### src/rtl/mips_qissue_ctrl.sv
// Registered MIPS opcode decoder extended with a COP2 quantum-instruction queue,
// QPU valid/ready issue, outstanding-op tracking, QBARRIER fetch stall and timeout recovery.
module mips_qissue_ctrl #(
    parameter int FIFO_DEPTH = 4,
    parameter int MAX_OUT    = 2,
    parameter int QREG_W     = 4,
    parameter int TIMEOUT    = 1023
) (
    input  logic                          clk,
    input  logic                          rst,
    input  logic                          instr_valid,
    input  logic [31:0]                   instr,
    output logic                          decode_ready,
    output logic                          ctrl_valid,
    output logic                          reg_dst,
    output logic                          branch,
    output logic                          jump,
    output logic                          mem_read,
    output logic                          mem_to_reg,
    output logic                          mem_write,
    output logic                          alu_src,
    output logic                          reg_write,
    output logic [1:0]                    alu_op,
    output logic                          illegal_op,
    output logic                          q_valid,
    input  logic                          q_ready,
    output logic [4:0]                    q_op,
    output logic [QREG_W-1:0]             q_target,
    output logic [QREG_W-1:0]             q_control,
    input  logic                          q_done,
    output logic [3:0]                    q_outstanding,
    output logic [$clog2(FIFO_DEPTH):0]   q_fifo_count,
    output logic                          stall,
    output logic                          timeout_err,
    input  logic                          err_clr
);

    localparam int PW = $clog2(FIFO_DEPTH);
    localparam int CW = PW + 1;
    localparam int EW = 5 + 2 * QREG_W;
    localparam logic [5:0]    OPC_RTYPE    = 6'b000000;
    localparam logic [5:0]    OPC_ADDI     = 6'b001000;
    localparam logic [5:0]    OPC_J        = 6'b000010;
    localparam logic [5:0]    OPC_COP2     = 6'b010010;
    localparam logic [4:0]    SUB_QBARRIER = 5'b11111;
    localparam logic [CW-1:0] FIFO_FULL_C  = CW'(FIFO_DEPTH);
    localparam logic [CW-1:0] CNT_ONE_C    = CW'(1'b1);
    localparam logic [PW-1:0] PTR_ONE_C    = PW'(1'b1);
    localparam logic [3:0]    MAX_OUT_C    = 4'(MAX_OUT);
    localparam logic [15:0]   TO_LAST_C    = 16'(TIMEOUT - 1);

    typedef enum logic [1:0] {
        ST_RUN     = 2'd0,
        ST_BARRIER = 2'd1,
        ST_ERROR   = 2'd2
    } state_t;

    state_t            state_r;
    state_t            state_base_s;
    state_t            state_nxt_s;
    logic [EW-1:0]     mem_r [FIFO_DEPTH];
    logic [PW-1:0]     wr_ptr_r;
    logic [PW-1:0]     rd_ptr_r;
    logic [CW-1:0]     count_r;
    logic [3:0]        out_r;
    logic [15:0]       tcnt_r;
    logic              err_r;
    logic [EW-1:0]     head_s;
    logic [EW-1:0]     entry_s;
    logic              fifo_empty_s;
    logic              fifo_full_s;
    logic              is_cop2_s;
    logic              is_barrier_s;
    logic              accept_s;
    logic              push_s;
    logic              issue_s;
    logic              done_s;
    logic              timeout_hit_s;
    logic              unused_s;

    assign unused_s      = ^instr;
    assign is_cop2_s     = (instr[31:26] == OPC_COP2);
    assign is_barrier_s  = is_cop2_s && (instr[25:21] == SUB_QBARRIER);
    assign fifo_empty_s  = (count_r == {CW{1'b0}});
    assign fifo_full_s   = (count_r == FIFO_FULL_C);
    assign entry_s       = {instr[25:21], instr[16 +: QREG_W], instr[11 +: QREG_W]};

    // Classic instructions are never held back by a full quantum queue.
    assign decode_ready  = (state_r == ST_RUN) && !(is_cop2_s && fifo_full_s);
    assign stall         = !decode_ready;
    assign accept_s      = instr_valid && decode_ready;
    assign push_s        = accept_s && is_cop2_s && !is_barrier_s;

    assign q_valid       = !fifo_empty_s && (out_r < MAX_OUT_C) && (state_r != ST_ERROR);
    assign issue_s       = q_valid && q_ready;
    assign done_s        = q_done && (out_r != 4'd0);
    assign timeout_hit_s = (out_r != 4'd0) && !q_done && !issue_s && (tcnt_r == TO_LAST_C);

    assign head_s        = fifo_empty_s ? {EW{1'b0}} : mem_r[rd_ptr_r];
    assign {q_op, q_target, q_control} = head_s;
    assign q_outstanding = out_r;
    assign q_fifo_count  = count_r;
    assign timeout_err   = err_r;

    // Next-state selection; a timeout overrides every other transition.
    always_comb begin
        state_base_s = state_r;
        case (state_r)
            ST_RUN: begin
                if (accept_s && is_barrier_s) state_base_s = ST_BARRIER;
                else                          state_base_s = ST_RUN;
            end
            ST_BARRIER: begin
                if (fifo_empty_s && (out_r == 4'd0)) state_base_s = ST_RUN;
                else                                 state_base_s = ST_BARRIER;
            end
            ST_ERROR: begin
                if (err_clr) state_base_s = ST_RUN;
                else         state_base_s = ST_ERROR;
            end
            default: state_base_s = ST_RUN;
        endcase
        state_nxt_s = timeout_hit_s ? ST_ERROR : state_base_s;
    end

    // Control state register.
    always_ff @(posedge clk or posedge rst) begin
        if (rst) state_r <= ST_RUN;
        else     state_r <= state_nxt_s;
    end

    // One-cycle-registered classic datapath controls.
    always_ff @(posedge clk or posedge rst) begin
        if (rst) begin
            ctrl_valid <= 1'b0;
            reg_dst    <= 1'b0;
            branch     <= 1'b0;
            jump       <= 1'b0;
            mem_read   <= 1'b0;
            mem_to_reg <= 1'b0;
            mem_write  <= 1'b0;
            alu_src    <= 1'b0;
            reg_write  <= 1'b0;
            alu_op     <= 2'b00;
            illegal_op <= 1'b0;
        end else begin
            ctrl_valid <= accept_s;
            reg_dst    <= 1'b0;
            branch     <= 1'b0;
            jump       <= 1'b0;
            mem_read   <= 1'b0;
            mem_to_reg <= 1'b0;
            mem_write  <= 1'b0;
            alu_src    <= 1'b0;
            reg_write  <= 1'b0;
            alu_op     <= 2'b00;
            illegal_op <= 1'b0;
            if (accept_s) begin
                case (instr[31:26])
                    OPC_RTYPE: begin
                        reg_dst   <= 1'b1;
                        reg_write <= 1'b1;
                        alu_op    <= 2'b10;
                    end
                    OPC_ADDI: begin
                        alu_src   <= 1'b1;
                        reg_write <= 1'b1;
                    end
                    OPC_J:    jump       <= 1'b1;
                    OPC_COP2: illegal_op <= 1'b0;
                    default:  illegal_op <= 1'b1;
                endcase
            end
        end
    end

    // Quantum instruction queue; entering ERROR flushes it.
    always_ff @(posedge clk or posedge rst) begin
        if (rst) begin
            wr_ptr_r <= {PW{1'b0}};
            rd_ptr_r <= {PW{1'b0}};
            count_r  <= {CW{1'b0}};
            for (int i = 0; i < FIFO_DEPTH; i++) mem_r[i] <= {EW{1'b0}};
        end else if (timeout_hit_s) begin
            wr_ptr_r <= {PW{1'b0}};
            rd_ptr_r <= {PW{1'b0}};
            count_r  <= {CW{1'b0}};
        end else begin
            if (push_s) begin
                mem_r[wr_ptr_r] <= entry_s;
                wr_ptr_r        <= wr_ptr_r + PTR_ONE_C;
            end
            if (issue_s) rd_ptr_r <= rd_ptr_r + PTR_ONE_C;
            case ({push_s, issue_s})
                2'b10:   count_r <= count_r + CNT_ONE_C;
                2'b01:   count_r <= count_r - CNT_ONE_C;
                default: count_r <= count_r;
            endcase
        end
    end

    // Issued-but-not-completed QPU operation count.
    always_ff @(posedge clk or posedge rst) begin
        if (rst) begin
            out_r <= 4'd0;
        end else if (timeout_hit_s) begin
            out_r <= 4'd0;
        end else begin
            case ({issue_s, done_s})
                2'b10:   out_r <= out_r + 4'd1;
                2'b01:   out_r <= out_r - 4'd1;
                default: out_r <= out_r;
            endcase
        end
    end

    // Progress watchdog and sticky error flag.
    always_ff @(posedge clk or posedge rst) begin
        if (rst) begin
            tcnt_r <= 16'd0;
            err_r  <= 1'b0;
        end else begin
            if (q_done || issue_s || (out_r == 4'd0) || timeout_hit_s) tcnt_r <= 16'd0;
            else                                                      tcnt_r <= tcnt_r + 16'd1;
            if (timeout_hit_s)                         err_r <= 1'b1;
            else if ((state_r == ST_ERROR) && err_clr) err_r <= 1'b0;
            else                                       err_r <= err_r;
        end
    end

endmodule

### config.mk
export PLATFORM = sky130hd
export DESIGN_NAME = mips_qissue_ctrl
export DESIGN_NICKNAME = d
export VERILOG_FILES = /design/src/rtl/mips_qissue_ctrl.sv
export SDC_FILE = /design/constraint.sdc
export NUM_CORES = 1
export LEC_CHECK = 0
export CAP_MARGIN = 30
export CORE_MARGIN = 4
export CORE_UTILIZATION = 54
export CTS_BUF_LIST = sky130_fd_sc_hd__clkbuf_16
export DETAILED_ROUTE_END_ITERATION = 8
export PLACE_DENSITY = 0.84
export SLEW_MARGIN = 10
export SYNTH_ARGS = -nofsm -noshare
export SYNTH_HDL_FRONTEND = slang
export SYNTH_SLANG_ARGS = --single-unit
### constraint.sdc
create_clock -name clk -period 3.79 [get_ports clk]
set_input_delay 1.137 -clock clk [delete_from_list [all_inputs] [get_ports clk]]
set_output_delay 1.137 -clock clk [all_outputs]
set_load 0.05 [all_outputs]
# ---- Word-level counts from Yosys, hierarchy flattened
# Index checks and enable logic that the tools add are counted.
dict set report op_classes {
  n_addsub 7
  mux 35
  eq_ne 13
  n_bitwise 3
  reduce_logical 39
  order_cmp 4
}
# op count
set ops {}
lappend ops {{52-bit bitwise mux} 1}
lappend ops {{13-bit 2-to-1 mux} 4}
lappend ops {{13-bit binary-select mux with 2-bit select} 1}
lappend ops {{13-bit demux with 2-bit select} 1}
lappend ops {{1-bit logical AND} 17}
lappend ops {{16-bit by 1-bit adder with 16-bit output (second input constant)} 1}
lappend ops {{16-bit by 10-bit equality test with 1-bit output (second input constant)} 1}
lappend ops {{16-bit 2-to-1 mux} 1}
lappend ops {{2-bit 2-to-1 mux} 8}
lappend ops {{1-bit 2-to-1 mux} 14}
lappend ops {{4-bit one-hot mux with 2 select lines} 1}
lappend ops {{2-bit by 1-bit equality test with 1-bit output (second input constant)} 3}
lappend ops {{2-bit equality test (second input constant)} 3}
lappend ops {{6-bit by 2-bit equality test with 1-bit output (second input constant)} 1}
lappend ops {{6-bit by 4-bit equality test with 1-bit output (second input constant)} 1}
lappend ops {{6-bit by 5-bit equality test with 1-bit output (second input constant)} 1}
lappend ops {{3-bit greater-or-equal comparator (second input constant)} 2}
lappend ops {{1-bit zero test} 6}
lappend ops {{6-bit zero test} 1}
lappend ops {{2-bit NOT with 3-bit output} 2}
lappend ops {{2-bit one-hot mux with 3 select lines} 1}
lappend ops {{3-bit one-hot mux with 2 select lines} 1}
lappend ops {{2-bit nonzero test} 3}
lappend ops {{3-bit nonzero test} 2}
lappend ops {{other kinds (21)} 24}
dict set report word_totals {
  elab_cells 119
  register_bits 90
  out_inout_bits 36
  in_bits 38
}

# ---- Depth between registers and ports, before layout
dict set report depth {
  ltp_word 10
  mapped_depth 11
  depth_no_buf 10
}

# ---- Worst setup path after synthesis
# OpenSTA, ideal clock, no wires.
dict set report synth_path {
  kind {input -> output}
  start {input instr[29]}
  end {output stall}
  required_time_ns 2.653
  path_slack_ns -0.376
  arrival_ns 3.029
  path_buffers 0
  path_stages 4
  path_cell_list {nand3b_1 > nor3_1 > nor3_1 > inv_1}
}
dict set report synth_via {
  elab_chain_len 5
}
# element line_no
set synth_rtl {}
lappend synth_rtl {{start: declaration} 12} ;# input logic [31:0] instr,
lappend synth_rtl {{6-bit by 5-bit equality test with 1-bit output} 82} ;# assign is_cop2_s = (instr[31:26] == OPC_COP2);
lappend synth_rtl {{1-bit logical AND} 89} ;# assign decode_ready = (state_r == ST_RUN) && !(is_cop2_s && fifo_full_s);
lappend synth_rtl {{1-bit zero test} 89}
lappend synth_rtl {{1-bit logical AND} 89}
lappend synth_rtl {{via decode_ready} 13} ;# output logic decode_ready,
lappend synth_rtl {{1-bit zero test} 90} ;# assign stall = !decode_ready;
lappend synth_rtl {{end: declaration} 33} ;# output logic stall,
# The timed path passes the listed nets, and every way through them passes these cells.

# ---- Worst setup path in the final report
dict set report layout_path {
  start {input instr[26]}
  end {register count_r[2] (netlist: q_fifo_count[2])}
}
dict set report layout_via {
  elab_chain_len 10
  word_cells_on_any_way 14
  classes_between {eq/ne: 3; mux: 2; reduce/logical: 9}
}
# element line_no
set layout_rtl {}
lappend layout_rtl {{6-bit by 5-bit equality test with 1-bit output (*)} 82}
lappend layout_rtl {{1-bit logical AND} 89}
lappend layout_rtl {{1-bit zero test} 89}
lappend layout_rtl {{1-bit logical AND} 89}
lappend layout_rtl {{1-bit logical AND} 91} ;# assign accept_s = instr_valid && decode_ready;
lappend layout_rtl {{1-bit logical AND} 92} ;# assign push_s = accept_s && is_cop2_s && !is_barrier_s;
lappend layout_rtl {{1-bit logical AND (*)} 92}
lappend layout_rtl {{2-bit by 1-bit equality test with 1-bit output or 2-bit equality test (tied branches)} 194} ;# case ({push_s, issue_s})
lappend layout_rtl {{3-bit one-hot mux with 2 select lines} 194}
lappend layout_rtl {{3-bit 2-to-1 mux} 184} ;# end else if (timeout_hit_s) begin
lappend layout_rtl {{end signal: assignment} 187} ;# count_r <= {CW{1'b0}};
lappend layout_rtl {{end signal: assignment} 195} ;# 2'b10: count_r <= count_r + CNT_ONE_C;
lappend layout_rtl {{end signal: assignment} 196} ;# 2'b01: count_r <= count_r - CNT_ONE_C;
lappend layout_rtl {{end: declaration} 64} ;# logic [CW-1:0] count_r;
# Every way passes the cells marked *; elsewhere a longest branch is shown, timed or not.
# A chain may end at the register's enable or synchronous reset.

==> results.md <==
- Die H: 101 µm
- FF-to-FF setup slack: 1.11 ns
- Gr usage total: 0.207
- Synth top area share: 0.475
- Clock latency on the worst-skew pair: 0.34 ns
- Critical-path top delay cell: a2111oi_2
- Design Power: 3.25 mW
- RD Place Congestion: 0.851
- Post-route ant nets: 0
- Hold Crit Depth: 1
- Post-place setup slack: -0.0400 ns
- Yosys Warn Count: 0
- Compound-cell area share of the yosys netlist: 0.0521
- First-pass GRT wire length: 16.4 mm
- Final count of hold timing violations: 0
- Hold Crit Class: reg2reg
- FF-to-FF path depth: 7
- Main combinational cell family by area after synthesis: multiplexers
- DRT Pass-1 Iters: 4
- Nets: 459
- Sequential share of the synthesized area: 0.475
- Post CTS Setup Buffer Count: 0
- CTS tree: done
- Synth top area cells: dfrtp_1 (47%), mux2_4 (13%), mux4_2 (6.3%)
- Number of global-route vias before repair: 3247
- Status: completed
- Synth Area in Adders: 0.0259
- Die area: 10100 µm²
- Sequential share of power: 0.363
- Largest stage delay on the critical path: 0.51 ns
- Via density: 5.78
- Gate power share: 0.328
- Core area: 8300 µm²
- FMAX: 271 MHz
- Worst path arrival time: 3.93 ns
- Post-CTS Hold Buffers: 0
- Relative slew slack: 0.553
- Starting Density: 0.559
- Power Dens Cells: 582 nW/µm²
- Max-slew violation count: 0
- Layout cells sized above 1: 0.257
- Crit path from: instr[26]
- CP max FO: 5
- Die X: 101 µm
- Fraction of registers with async set/reset: 1.00
- WHS Endpoint: mem_r[24]
- Rows: 33
- Min Tclk post-route: 3.69 ns
- Reg clk slew, reported paths: 0.06 ns
- Register bit total from synthesis: 88
- DR vias: 3017
- CTS buffer count: 9
- Clock Power Share: 0.308
- Crit path required time: 4.03 ns
- RSZ-0062 raised after global routing: no
- Synthesized area per cell: 13.1 µm²
- Reg-to-reg startpoint: state_r[1]
- Worst Skew: 0.00766 ns
- HPWL Detailed: 6.66 mm
- Core Util, Final: 0.673
- CTS Sinks: 88
- Top-count cell post-synth: dfrtp_1
- Critical path buffer and inverter count: 2
- Crit path cell chain: clkdlybuf4s50_1 -> or3_4 -> buf_4 -> a2111oi_2 -> a21oi_2 -> fa_1 -> a211oi_1 -> nor3_1 -> nor3_1
- HP Start: mem_r[24]
- Htree depth: 3
- Initial antenna violation count: 0
- CP Capture Type: flop
- Reg-to-reg endpoint: q_fifo_count[2]
- EDFF count, synth: 0
- Area leader, netlist: dfrtp_1
- Internal: 2.13 mW
- CP top delay family: compound AO/OA/AOI/OAI gates
- Final worst-path setup slack: 0.0992 ns
- Max clock buf depth: 2
- Top-level port count: 74
- Final std cells w/o fill: 522
- Placed cell count: 506
- Final setup fails: 0
- Mux contribution to synthesized area: 0.228
- Slew @ Worst Pin: 0.666 ns
- Root buffer cell: clkbuf_16
- Post-synthesis simple-gate area fraction: 0.139
- Pleak: 2.62 nW
- Net Switching: 1.12 mW
- Switch share: 0.345
- Setup TNS: 0 ns
- XOR/XNOR Fraction of Synth Area: 0.0340
- Largest net degree at the start of global routing: 37
- CP Class: in2reg
- Most common cell on crit path: nor3_1
- Synthesized instance count: 354
- Ant. Diodes: 0
- Most used flip-flop cell after synthesis: dfrtp_1
- Worst path depth: 9
- Worst setup SP type: primary input
- DR iter-0 viols: 114
- Synth Cell Area: 4640 µm²
- DRC: 0
- PortBufs: 55
- VDD IR max: 0.302 mV
- Total gr overflow: 0
- Area Overhead vs Synth: 20.4%
- WL final: 9.75 mm
- Final Cycle Share: 0.974
- Commonest cells in the netlist: dfrtp_1 (88), mux2_4 (40), nor2_1 (31)
- MaxCap Viol Count: 0
- Wire per inst: 18.7 µm
- Distinct cells, synth: 55
==> layout make-up <==
cell class,instances,area (µm²)
multi-input cells,239,2250
clock inverters,7,110
clock buffers,9,225
repair buffers,64,626
fillers,571,2710
flip-flops and latches,88,2200
inverters,10,38.8
well taps,105,131
==> power by group through the flow <==
stage / combinational [mW] / sequential (mW) / clock, mW
floorplan: 0.646 / 1.28 / 0
global placement: 1.02 / 1.18 / 0
detailed placement: 1.06 / 1.19 / 0
CTS: 1.07 / 1.18 / 1.01
global route: 1.14 / 1.20 / 1.06
finish: 1.07 / 1.18 / 1.00
==> worst max-delay path by stage <==
stage                 endpoint
2_1_floorplan            stall
3_3_place_gp             stall
3_5_place_dp   q_fifo_count[2]
4_1_cts                  stall
5_1_grt        q_fifo_count[2]
6_report       q_fifo_count[2]
==> repair_timing <==
action,in CTS,in global routing
gates resized for setup,0,1
endpoints found under the hold margin,0,0
setup endpoints to repair,0,1
==> per-layer routing <==
| layer | up-vias | wire (µm) | track usage |
|---|---|---|---|
| li1 | 1372 | - | - |
| met1 | 1536 | 4090 | 0.259 |
| met2 | 87 | 5070 | 0.355 |
| met3 | 22 | 412 | 0.0408 |
| met4 | 0 | 178 | 0.0746 |
| met5 | - | 0 | 0 |
==> placed cells by master (no fill, tap or decap), types with 11 or more instances in the layout <==
| master | n |
|---|---|
| and2_1 | 14 |
| clkdlybuf4s50_1 | 53 |
| dfrtp_1 | 88 |
| mux2_2 | 13 |
| mux2_4 | 40 |
| mux4_2 | 13 |
| nand2_1 | 11 |
| nor2_1 | 31 |
| xor2_1 | 11 |
==> metrics by stage <==
step,hold slack (ns),area [µm²]
6_report,0.504,5590
5_1_grt,0.518,5590
4_1_cts,0.507,5580
3_5_place_dp,0.493,5250
3_3_place_gp,0.469,5250
2_1_floorplan,0.455,4660
==> sequential cells by signal, indices dropped and copies added (netlist names) <==
signal / flops
mem_r: 52
tcnt_r: 16
q_outstanding: 4
q_fifo_count: 3
rd_ptr_r: 2
state_r: 2
wr_ptr_r: 2
alu_op: 1
alu_src: 1
ctrl_valid: 1
illegal_op: 1
jump: 1
reg_write: 1
timeout_err: 1
==> cells by family after synthesis <==
logic type	after synthesis
AOI/OAI and AO/OA	32
xor gates and xnor gates	18
adders and majority gates	9
buffers and inverters	31
DFF	88
muxes	68
other	1
and+or+nand+nor	107
(Power assumes the default switching activity.)
